## src/rtl/rv_dm_wb_master_if.sv

```systemverilog
// ============================================================================
// Module : rv_dm_wb_master_if
// Brief  : Wishbone classic bus bundle between the data-memory master and slave
// Rev    : 1.0  initial release
// ============================================================================
`default_nettype none

interface rv_dm_wb_master_if;
  logic        wb_cyc_o;
  logic        wb_stb_o;
  logic        wb_we_o;
  logic [31:0] wb_adr_o;
  logic [3:0]  wb_sel_o;
  logic [31:0] wb_dat_o;
  logic [31:0] wb_dat_i;
  logic        wb_ack_i;
  logic        wb_err_i;

  modport master (
    output wb_cyc_o, wb_stb_o, wb_we_o, wb_adr_o, wb_sel_o, wb_dat_o,
    input  wb_dat_i, wb_ack_i, wb_err_i
  );

  modport slave (
    input  wb_cyc_o, wb_stb_o, wb_we_o, wb_adr_o, wb_sel_o, wb_dat_o,
    output wb_dat_i, wb_ack_i, wb_err_i
  );
endinterface

`default_nettype wire

```

## src/rtl/rv_dm_wb_master.sv

```systemverilog
// ============================================================================
// Module : rv_dm_wb_master
// Brief  : uRV data-memory master; one load/store per Wishbone classic cycle
// Rev    : 1.0  initial release
// ============================================================================
`default_nettype none

module rv_dm_wb_master #(
  parameter int g_timeout = 255
) (
  input  logic        clk_i,
  input  logic        rst_n_i,
  input  logic        dm_load_i,
  input  logic        dm_store_i,
  input  logic [2:0]  dm_fun_i,
  input  logic [31:0] dm_addr_i,
  input  logic [31:0] dm_data_s_i,
  output logic        dm_busy_o,
  output logic [31:0] dm_data_l_o,
  output logic        dm_valid_l_o,
  output logic        dm_store_done_o,
  output logic        dm_error_o,
  rv_dm_wb_master_if.master wb
);

  localparam logic [1:0] S_IDLE = 2'd0;
  localparam logic [1:0] S_BUS  = 2'd1;
  localparam logic [1:0] S_RESP = 2'd2;

  localparam logic [31:0] C_TMO_LAST = 32'(g_timeout) - 32'd1;

  logic [1:0]  r_state;
  logic [31:0] r_cnt;
  logic        r_we;
  logic [31:0] r_adr;
  logic [3:0]  r_sel;
  logic [31:0] r_dat;
  logic [31:0] r_data_l;
  logic        r_valid_l;
  logic        r_store_done;
  logic        r_error;

  logic        w_req;
  logic        w_aligned;
  logic [3:0]  w_sel;
  logic [31:0] w_dat;
  logic        w_timeout;

  assign w_req = dm_load_i | dm_store_i;

  // Store takes priority when both requests arrive together; loads always fetch the full word.
  always_comb begin
    w_aligned = 1'b1;
    w_sel     = 4'b1111;
    w_dat     = 32'd0;
    if (dm_store_i) begin
      case (dm_fun_i)
        3'b000: begin
          w_sel = 4'b0001 << dm_addr_i[1:0];
          w_dat = {4{dm_data_s_i[7:0]}};
        end
        3'b001: begin
          w_aligned = ~dm_addr_i[0];
          w_sel     = 4'b0011 << {dm_addr_i[1], 1'b0};
          w_dat     = {2{dm_data_s_i[15:0]}};
        end
        default: begin
          w_aligned = (dm_addr_i[1:0] == 2'b00);
          w_dat     = dm_data_s_i;
        end
      endcase
    end else begin
      case (dm_fun_i[1:0])
        2'b00:   w_aligned = 1'b1;
        2'b01:   w_aligned = ~dm_addr_i[0];
        default: w_aligned = (dm_addr_i[1:0] == 2'b00);
      endcase
    end
  end

  assign w_timeout = (g_timeout != 0) && (r_cnt == C_TMO_LAST);

  always_ff @(posedge clk_i or negedge rst_n_i) begin
    if (!rst_n_i) begin
      r_state      <= S_IDLE;
      r_cnt        <= 32'd0;
      r_we         <= 1'b0;
      r_adr        <= 32'd0;
      r_sel        <= 4'd0;
      r_dat        <= 32'd0;
      r_data_l     <= 32'd0;
      r_valid_l    <= 1'b0;
      r_store_done <= 1'b0;
      r_error      <= 1'b0;
    end else begin
      case (r_state)
        S_IDLE: begin
          if (w_req) begin
            r_we  <= dm_store_i;
            r_adr <= {dm_addr_i[31:2], 2'b00};
            r_sel <= w_sel;
            r_dat <= w_dat;
            r_cnt <= 32'd0;
            if (w_aligned) begin
              r_state <= S_BUS;
            end else begin
              r_state      <= S_RESP;
              r_error      <= 1'b1;
              r_valid_l    <= ~dm_store_i;
              r_store_done <= dm_store_i;
              if (!dm_store_i) r_data_l <= 32'd0;
            end
          end
        end
        S_BUS: begin
          r_cnt <= r_cnt + 32'd1;
          // err outranks a simultaneous ack; a failed load returns zero data
          if (wb.wb_err_i || w_timeout || wb.wb_ack_i) begin
            r_state      <= S_RESP;
            r_valid_l    <= ~r_we;
            r_store_done <= r_we;
            r_error      <= wb.wb_err_i | w_timeout;
            if (!r_we) r_data_l <= (wb.wb_err_i || w_timeout) ? 32'd0 : wb.wb_dat_i;
          end
        end
        S_RESP: begin
          r_state      <= S_IDLE;
          r_valid_l    <= 1'b0;
          r_store_done <= 1'b0;
          r_error      <= 1'b0;
        end
        default: r_state <= S_IDLE;
      endcase
    end
  end

  // Strobe is decoded straight from the state register so async reset drops it at once.
  assign wb.wb_cyc_o = (r_state == S_BUS);
  assign wb.wb_stb_o = (r_state == S_BUS);
  assign wb.wb_we_o  = r_we;
  assign wb.wb_adr_o = r_adr;
  assign wb.wb_sel_o = r_sel;
  assign wb.wb_dat_o = r_dat;

  assign dm_busy_o       = (r_state != S_IDLE);
  assign dm_data_l_o     = r_data_l;
  assign dm_valid_l_o    = r_valid_l;
  assign dm_store_done_o = r_store_done;
  assign dm_error_o      = r_error;

endmodule

`default_nettype wire

```

## src/flat_wrapper.sv

```systemverilog
// flat-port wrapper written by rule: the top's interface ports become plain ports
module rv_dm_wb_master_flat 
#(
  parameter int g_timeout = 255
)
  (clk_i, rst_n_i, dm_load_i, dm_store_i, dm_fun_i, dm_addr_i, dm_data_s_i, dm_busy_o, dm_data_l_o, dm_valid_l_o, dm_store_done_o, dm_error_o, wb_wb_cyc_o, wb_wb_stb_o, wb_wb_we_o, wb_wb_adr_o, wb_wb_sel_o, wb_wb_dat_o, wb_wb_dat_i, wb_wb_ack_i, wb_wb_err_i);
  rv_dm_wb_master_if wb_i ();
  input  logic clk_i;
  input  logic rst_n_i;
  input  logic dm_load_i;
  input  logic dm_store_i;
  input  logic [2:0] dm_fun_i;
  input  logic [31:0] dm_addr_i;
  input  logic [31:0] dm_data_s_i;
  output logic dm_busy_o;
  output logic [31:0] dm_data_l_o;
  output logic dm_valid_l_o;
  output logic dm_store_done_o;
  output logic dm_error_o;
  output wire logic [$bits(wb_i.wb_cyc_o)-1:0] wb_wb_cyc_o;
  output wire logic [$bits(wb_i.wb_stb_o)-1:0] wb_wb_stb_o;
  output wire logic [$bits(wb_i.wb_we_o)-1:0] wb_wb_we_o;
  output wire logic [$bits(wb_i.wb_adr_o)-1:0] wb_wb_adr_o;
  output wire logic [$bits(wb_i.wb_sel_o)-1:0] wb_wb_sel_o;
  output wire logic [$bits(wb_i.wb_dat_o)-1:0] wb_wb_dat_o;
  input wire logic [$bits(wb_i.wb_dat_i)-1:0] wb_wb_dat_i;
  input wire logic [$bits(wb_i.wb_ack_i)-1:0] wb_wb_ack_i;
  input wire logic [$bits(wb_i.wb_err_i)-1:0] wb_wb_err_i;
  assign wb_wb_cyc_o = wb_i.wb_cyc_o;
  assign wb_wb_stb_o = wb_i.wb_stb_o;
  assign wb_wb_we_o = wb_i.wb_we_o;
  assign wb_wb_adr_o = wb_i.wb_adr_o;
  assign wb_wb_sel_o = wb_i.wb_sel_o;
  assign wb_wb_dat_o = wb_i.wb_dat_o;
  assign wb_i.wb_dat_i = wb_wb_dat_i;
  assign wb_i.wb_ack_i = wb_wb_ack_i;
  assign wb_i.wb_err_i = wb_wb_err_i;
  rv_dm_wb_master #(.g_timeout(g_timeout)) u_core (.clk_i(clk_i), .rst_n_i(rst_n_i), .dm_load_i(dm_load_i), .dm_store_i(dm_store_i), .dm_fun_i(dm_fun_i), .dm_addr_i(dm_addr_i), .dm_data_s_i(dm_data_s_i), .dm_busy_o(dm_busy_o), .dm_data_l_o(dm_data_l_o), .dm_valid_l_o(dm_valid_l_o), .dm_store_done_o(dm_store_done_o), .dm_error_o(dm_error_o), .wb(wb_i));
endmodule
```

## config.mk

```make
export PLATFORM = sky130hd
export DESIGN_NAME = rv_dm_wb_master_flat
export DESIGN_NICKNAME = d
export VERILOG_FILES = /design/src/rtl/rv_dm_wb_master_if.sv /design/src/rtl/rv_dm_wb_master.sv /design/src/flat_wrapper.sv
export SDC_FILE = /design/constraint.sdc
export NUM_CORES = 1
export LEC_CHECK = 0
export ABC_AREA = 0
export CAP_MARGIN = 0
export CORE_UTILIZATION = 35
export DETAILED_ROUTE_END_ITERATION = 10
export PLACE_DENSITY_LB_ADDON = 0.25
export SKIP_CTS_REPAIR_TIMING = 1
export SYNTH_ARGS = -nofsm -noshare
export SYNTH_HDL_FRONTEND = slang
export SYNTH_SLANG_ARGS = --single-unit
```

## constraint.sdc

```tcl
create_clock -name clk_i -period 1.93 [get_ports clk_i]
set_input_delay 0.4825 -clock clk_i [delete_from_list [all_inputs] [get_ports clk_i]]
set_output_delay 0.4825 -clock clk_i [all_outputs]
set_load 0.05 [all_outputs]
```

; ---- Word-level counts from Yosys, hierarchy flattened
; Cells that the tools add are included.
[totals]
regBits = 136
input_bits = 105
out_inout_bits = 107
wordCells = 74
[classes]
addsub = 1
eq_ne = 10
shift = 2
n_mux = 32
bitwise_logic = 5
n_reduce_logical = 14
[op_table]
columns = operator, count
row1 = $mux W32, 8
row2 = $pmux W32 S2, 3
row3 = $add A32 B1 Y32 const B, 1
row4 = $eq A32 B8 Y1 const B, 1
row5 = $mux W1, 10
row6 = $pmux W1 S3, 3
row7 = $pmux W4 S2, 1
row8 = $logic_not A2 Y1, 3
row9 = $mux W2, 3
row10 = $ne A2 B2 Y1 const B, 3
row11 = $reduce_and A2 Y1, 3
row12 = $reduce_and A6 Y1, 1
row13 = $eq A2 B1 Y1 const B, 2
row14 = $mux W4, 1
row15 = $ne A2 B1 Y1 const B, 2
row16 = $pmux W1 S2, 2
row17 = $pmux W2 S2, 1
row18 = $reduce_and A4 Y1, 1
row19 = $reduce_bool A2 Y1, 2
row20 = $shl A1 B2 Y4 const A, 1
row21 = $shl A2 B2 Y4 const A, 1
row22 = $eq A3 B1 Y1 const B, 1
row23 = $logic_not A3 Y1, 1
row24 = $not A1 Y1, 3
row25 = 4 further kinds, 6

; ---- Longest topological paths before layout
[logic_depth]
word_depth = 6
depth_mapped = 9
ltp_nobuf = 7

; ---- Worst setup path after synthesis
; Ideal clock, no wire load.
[synth_path]
path_type = reg2reg
from = register u_core.r_state[1]
to = register u_core.r_cnt[29]
setup_ns = 0.078
arrival_time_ns = 2.404
t_required_ns = 1.852
path_slack_ns = -0.552
stages_incl_launch_ff = 10
n_path_buf = 2
synth_period_minus_slack_ns = 2.482
path_cell_list = dfrtp_1 -> inv_1 -> ha_1 -> buf_2 -> nor2_1 -> nor3_4 -> nand4_1 -> clkbuf_1 -> or3_1 -> a21oi_1
[synth_via]
elab_chain_len = 3
word_cells_on_any_way = 6
cone_classes = eq/ne: 2 / mux: 1 / reduce/logical: 3
[synth_lines]
columns = item, line
row1 = start: declaration, rv_dm_wb_master.sv:32  ; logic [1:0] r_state;
row2 = start signal: assignment, rv_dm_wb_master.sv:85  ; r_state <= S_IDLE;
row3 = start signal: assignment, rv_dm_wb_master.sv:105  ; r_state <= S_BUS;
row4 = start signal: assignment, rv_dm_wb_master.sv:107  ; r_state <= S_RESP;
row5 = $eq A2 B1 Y1 (*), --
row6 = named net wb_wb_cyc_o, flat_wrapper.sv:20  ; output wire logic [$bits(wb_i.wb_cyc_o)-1:0] wb_wb_cyc_o;
row7 = $reduce_bool A2 Y1 (no source line), --
row8 = $reduce_and A2 Y1 (no source line), --
row9 = end signal: assignment, rv_dm_wb_master.sv:116  ; r_cnt <= r_cnt + 32'd1;
row10 = end: declaration, rv_dm_wb_master.sv:33  ; logic [31:0] r_cnt;
; The timed path passes the listed nets; every way through them passes the cells marked *.
; A chain may end at the register's enable or synchronous reset.

; ---- Worst setup path in the final report
[layout_path]
from = register u_core.r_cnt[0]
to = register u_core.r_data_l[27], in the netlist u_core.dm_data_l_o[27]
[layout_via]
elab_chain_len = 6
word_cells_on_any_way = 9
cone_classes = eq/ne: 2 / mux: 4 / reduce/logical: 3
[layout_lines]
columns = item, line
row1 = $eq A32 B8 Y1 (*), rv_dm_wb_master.sv:81  ; assign w_timeout = (g_timeout != 0) && (r_cnt == C_TMO_LAST);
row2 = $logic_or A1 B1 Y1 (*), "rv_dm_wb_master.sv:118, rv_dm_wb_master.sv:123"
row3 = $mux W32 (2 in a row), rv_dm_wb_master.sv:123  ; if (!r_we) r_data_l <= (wb.wb_err_i || w_timeout) ? 32'd0 : wb.wb_dat_i;
row4 = $mux W32, rv_dm_wb_master.sv:118  ; if (wb.wb_err_i || w_timeout || wb.wb_ack_i) begin
row5 = $pmux W32 S2, rv_dm_wb_master.sv:96  ; case (r_state)
row6 = end signal: assignment, rv_dm_wb_master.sv:123
row7 = end: declaration, rv_dm_wb_master.sv:38  ; logic [31:0] r_data_l;
; Every way passes the cells marked *; elsewhere a longest branch is shown, timed or not. The select of a mux whose other input is x is not followed.

==> impl_metrics.toml <==
[setup_path]
worst_ep_required_time_ps = 2240
rrSetupSlack_ps = -110
path_cells = "inv_2 > ha_4 > nor4b_4 > and4_4 > a31oi_4 > a211o_4 > clkbuf_16 > a22o_1"
slowest_stage = "a211o_4"
crit_fanout = 8
critical_path_class = "reg2reg"
start_kind = "flip-flop"
worstSetupEndpointType = "flip-flop"
cp_slowest_stage_delay_ps = 400
crit_arrival_ps = 2350

[outcome]
failed_checks = "setup timing"
status = "finished with violations"

[logic_synthesis]
synthAdderAreaFrac = 0.0124
synthFlopType = "dfrtp_1"
synth_area_leaders = "dfrtp_1 (56%), nand2_1 (8.9%), a22o_1 (5.8%), o21ai_0 (4.4%), mux2i_1 (4.1%)"
synth.largest_area_cell = "dfrtp_1"
syn-cell-area_um2 = 6060
synth_top_family_by_area = "simple AND/OR/NAND/NOR gates"
synth_compound_gate_area_share = 0.137
synth_warnings = 0
synth-edff-count = 0
synth_simple_gate_area_frac = 0.180
synthDistinctLibCells = 44
synth-xor-area-share = 0.0275
netlist.area_leader.share = 0.562
ys_seq_elements = 136
syn-instance-count = 596
synth_area_per_cell_um2 = 10.2
synthArstFlopShare = 1.00
yosysSeqAreaShare = 0.562
synthMuxAreaShare = 0.0450

[clock_network]
ctsLongestPathBuffers = 2
clk_latency_ps = 420
cts.sinks = 136
cts_max_level = 4
cts_root_buffer = "clkbuf_16"
numCtsBuffers = 17
cts_tree = "built"
clk_pin_slew_worst_paths_ps = 60

[pwr]
pwr-share-comb = 0.492
power_w = 0.0144
seqPwrFrac = 0.283
powerDensity_nw_per_um2 = 1500
ir_drop_uv = 1100
clkPwrFrac = 0.225
switching_share = 0.448
power_switching_w = 0.00644
p_int_w = 0.00794
p_leak_nw = 4.59

[timing]
worst_slack_ps = -110
finalHoldViolations = 0
slew_violations = 0
setup_viol = 33
period_minus_slack_ps = 2040
fin_worst_skew_ps = 9.82
fin_crit_sh = 1.06
fmax_mhz = 490
grt_setup_unrepaired = "true"
max_slew_margin = 0.666
worst_pin_slew_ps = 501

[route]
viasPerCell = 4.94
ant_nets = 0
drcViolationCount = 0
dr.pass1.iters = 4
vias = 5473
wl_mm = 17.8
post_drt_wl_per_cell_um = 16.0
drt_iter0_drc = 208

[final_layout]
n_antenna_cell = 0
drive_above_1_share = 0.288
layout_common_cells = "buf_4 (169), nand2_1 (143), dfrtp_1 (136), clkdlybuf4s50_1 (103), o21ai_0 (52)"
fin_area_um2 = 9560
fin_nets = 986
mostFrequentLayoutCell = "buf_4"
area_growth_pct = 57.8

[global_routing]
grt_pass1_vias = 5567
antenna_found_initial = 0
track_usage = 0.204
grt.busiest_layer = "met2"
grt_start_max_net_pins = 54
grtUsageMet2 = 0.341
grt_use_met3 = 0.0654
grt.overflow.total = 0
grt_pass1_wl_mm = 28.4
grt_use_met1 = 0.245

[placement]
place_congestion = 0.808
placed_area_um2 = 8710
io_buffers = 209
hpwl_mm = 12.8
pre_cts_ws_ps = -319

[floorplan]
coreArea_um2 = 16800
die_w_um = 134
die_h_um = 134
rows = 47
io_pins = 212
die_area_um2 = 17800
start_util = 0.361

[min_path]
hp-class = "in2async"

[job]
maxCapViolations = 0
## per-layer routing
layer,part of all wire,vias up
met2,0.50,173
li1,-,2634
met4,0.014,0
met5,0,-
met1,0.42,2644
met3,0.072,22
## registers in the layout, summed over array words and instances (netlist names)
name and count:
u_core.wb.wb_we_o 1, u_core.dm_error_o 1, u_core.r_state 2, u_core.dm_store_done_o 1
u_core.wb.wb_adr_o 30, u_core.dm_data_l_o 32, u_core.r_cnt 32, u_core.wb.wb_dat_o 32
u_core.dm_valid_l_o 1, u_core.wb.wb_sel_o 4
## worst paths after layout
path                                             from                      to  cells after the start
worst max-delay path                  u_core.r_cnt[0]  u_core.dm_data_l_o[27]                      8
worst min-delay path                          rst_n_i         u_core.r_cnt[8]                      1
worst max register to register        u_core.r_cnt[0]  u_core.dm_data_l_o[27]                      8
worst min register to register  u_core.wb.wb_adr_o[4]   u_core.wb.wb_adr_o[4]                      2
max in group asynchronous                     rst_n_i  u_core.wb.wb_dat_o[30]                      2
min in group clk_i              u_core.wb.wb_adr_o[4]   u_core.wb.wb_adr_o[4]                      2
## power by group through the flow
stage / logic [W] / clock network, W / registers (W)
after floorplan: 0.00176 / 0 / 0.00654
after global placement: 0.00663 / 0 / 0.00407
after detailed placement: 0.00673 / 0 / 0.00408
after CTS: 0.00672 / 0.00330 / 0.00407
after global routing: 0.00750 / 0.00345 / 0.00416
final: 0.00708 / 0.00323 / 0.00407
## cell usage after synthesis, drive strengths merged (2+ instances only)
master,n
xnor2,3
and3,6
buf,16
mux2,2
o211ai,2
nand4,11
nand3,14
xor2,16
a31oi,4
nor3b,2
o22a,2
nor2,31
o21ai,53
inv,10
a22o,40
ha,6
nor4,4
and4,6
or3,9
a21oi,17
nor3,5
a211o,2
nand2,143
mux2i,25
clkbuf,19
dfrtp,136
or4,3
## kinds of logic after synthesis
group,Yosys count
flip-flops,136
AO/OA/AOI/OAI,125
adder cells (fa/ha/maj),6
other,1
multiplexers,27
buffers and inverters,45
AND/OR/NAND/NOR,237
XOR/XNOR,19
## cell type report
cell class / count / area, um^2
Multi-Input combinational cell: 417 / 2600
Sequential cell: 136 / 3400
Fill cell: 1441 / 7200
Tap cell: 220 / 275
Inverter: 10 / 37.5
Clock inverter: 14 / 151
Timing Repair Buffer: 293 / 2650
Clock buffer: 18 / 439
## worst max-delay path: cells and delay by family, from the launching register on
| kind | cells | cell delay (ps) |
|---|---|---|
| flip-flops | 1 | 380 |
| adder cells (fa/ha/maj) | 1 | 130 |
| AND/OR/NAND/NOR | 2 | 440 |
| AO/OA/AOI/OAI | 3 | 710 |
| buffers and inverters | 2 | 260 |
## through the flow
step                setup TNS [ps]   util  hold slack, ps  instances
floorplan                    -6540      -             187        597
global placement            -20920  0.520             462       1065
detailed placement          -24360  0.520             466       1065
CTS                          -7530  0.555            18.7       1097
global route                 -6540  0.570            36.8       1108
finish                       -2860  0.570            16.9       1108
(Power assumes the default switching activity.)
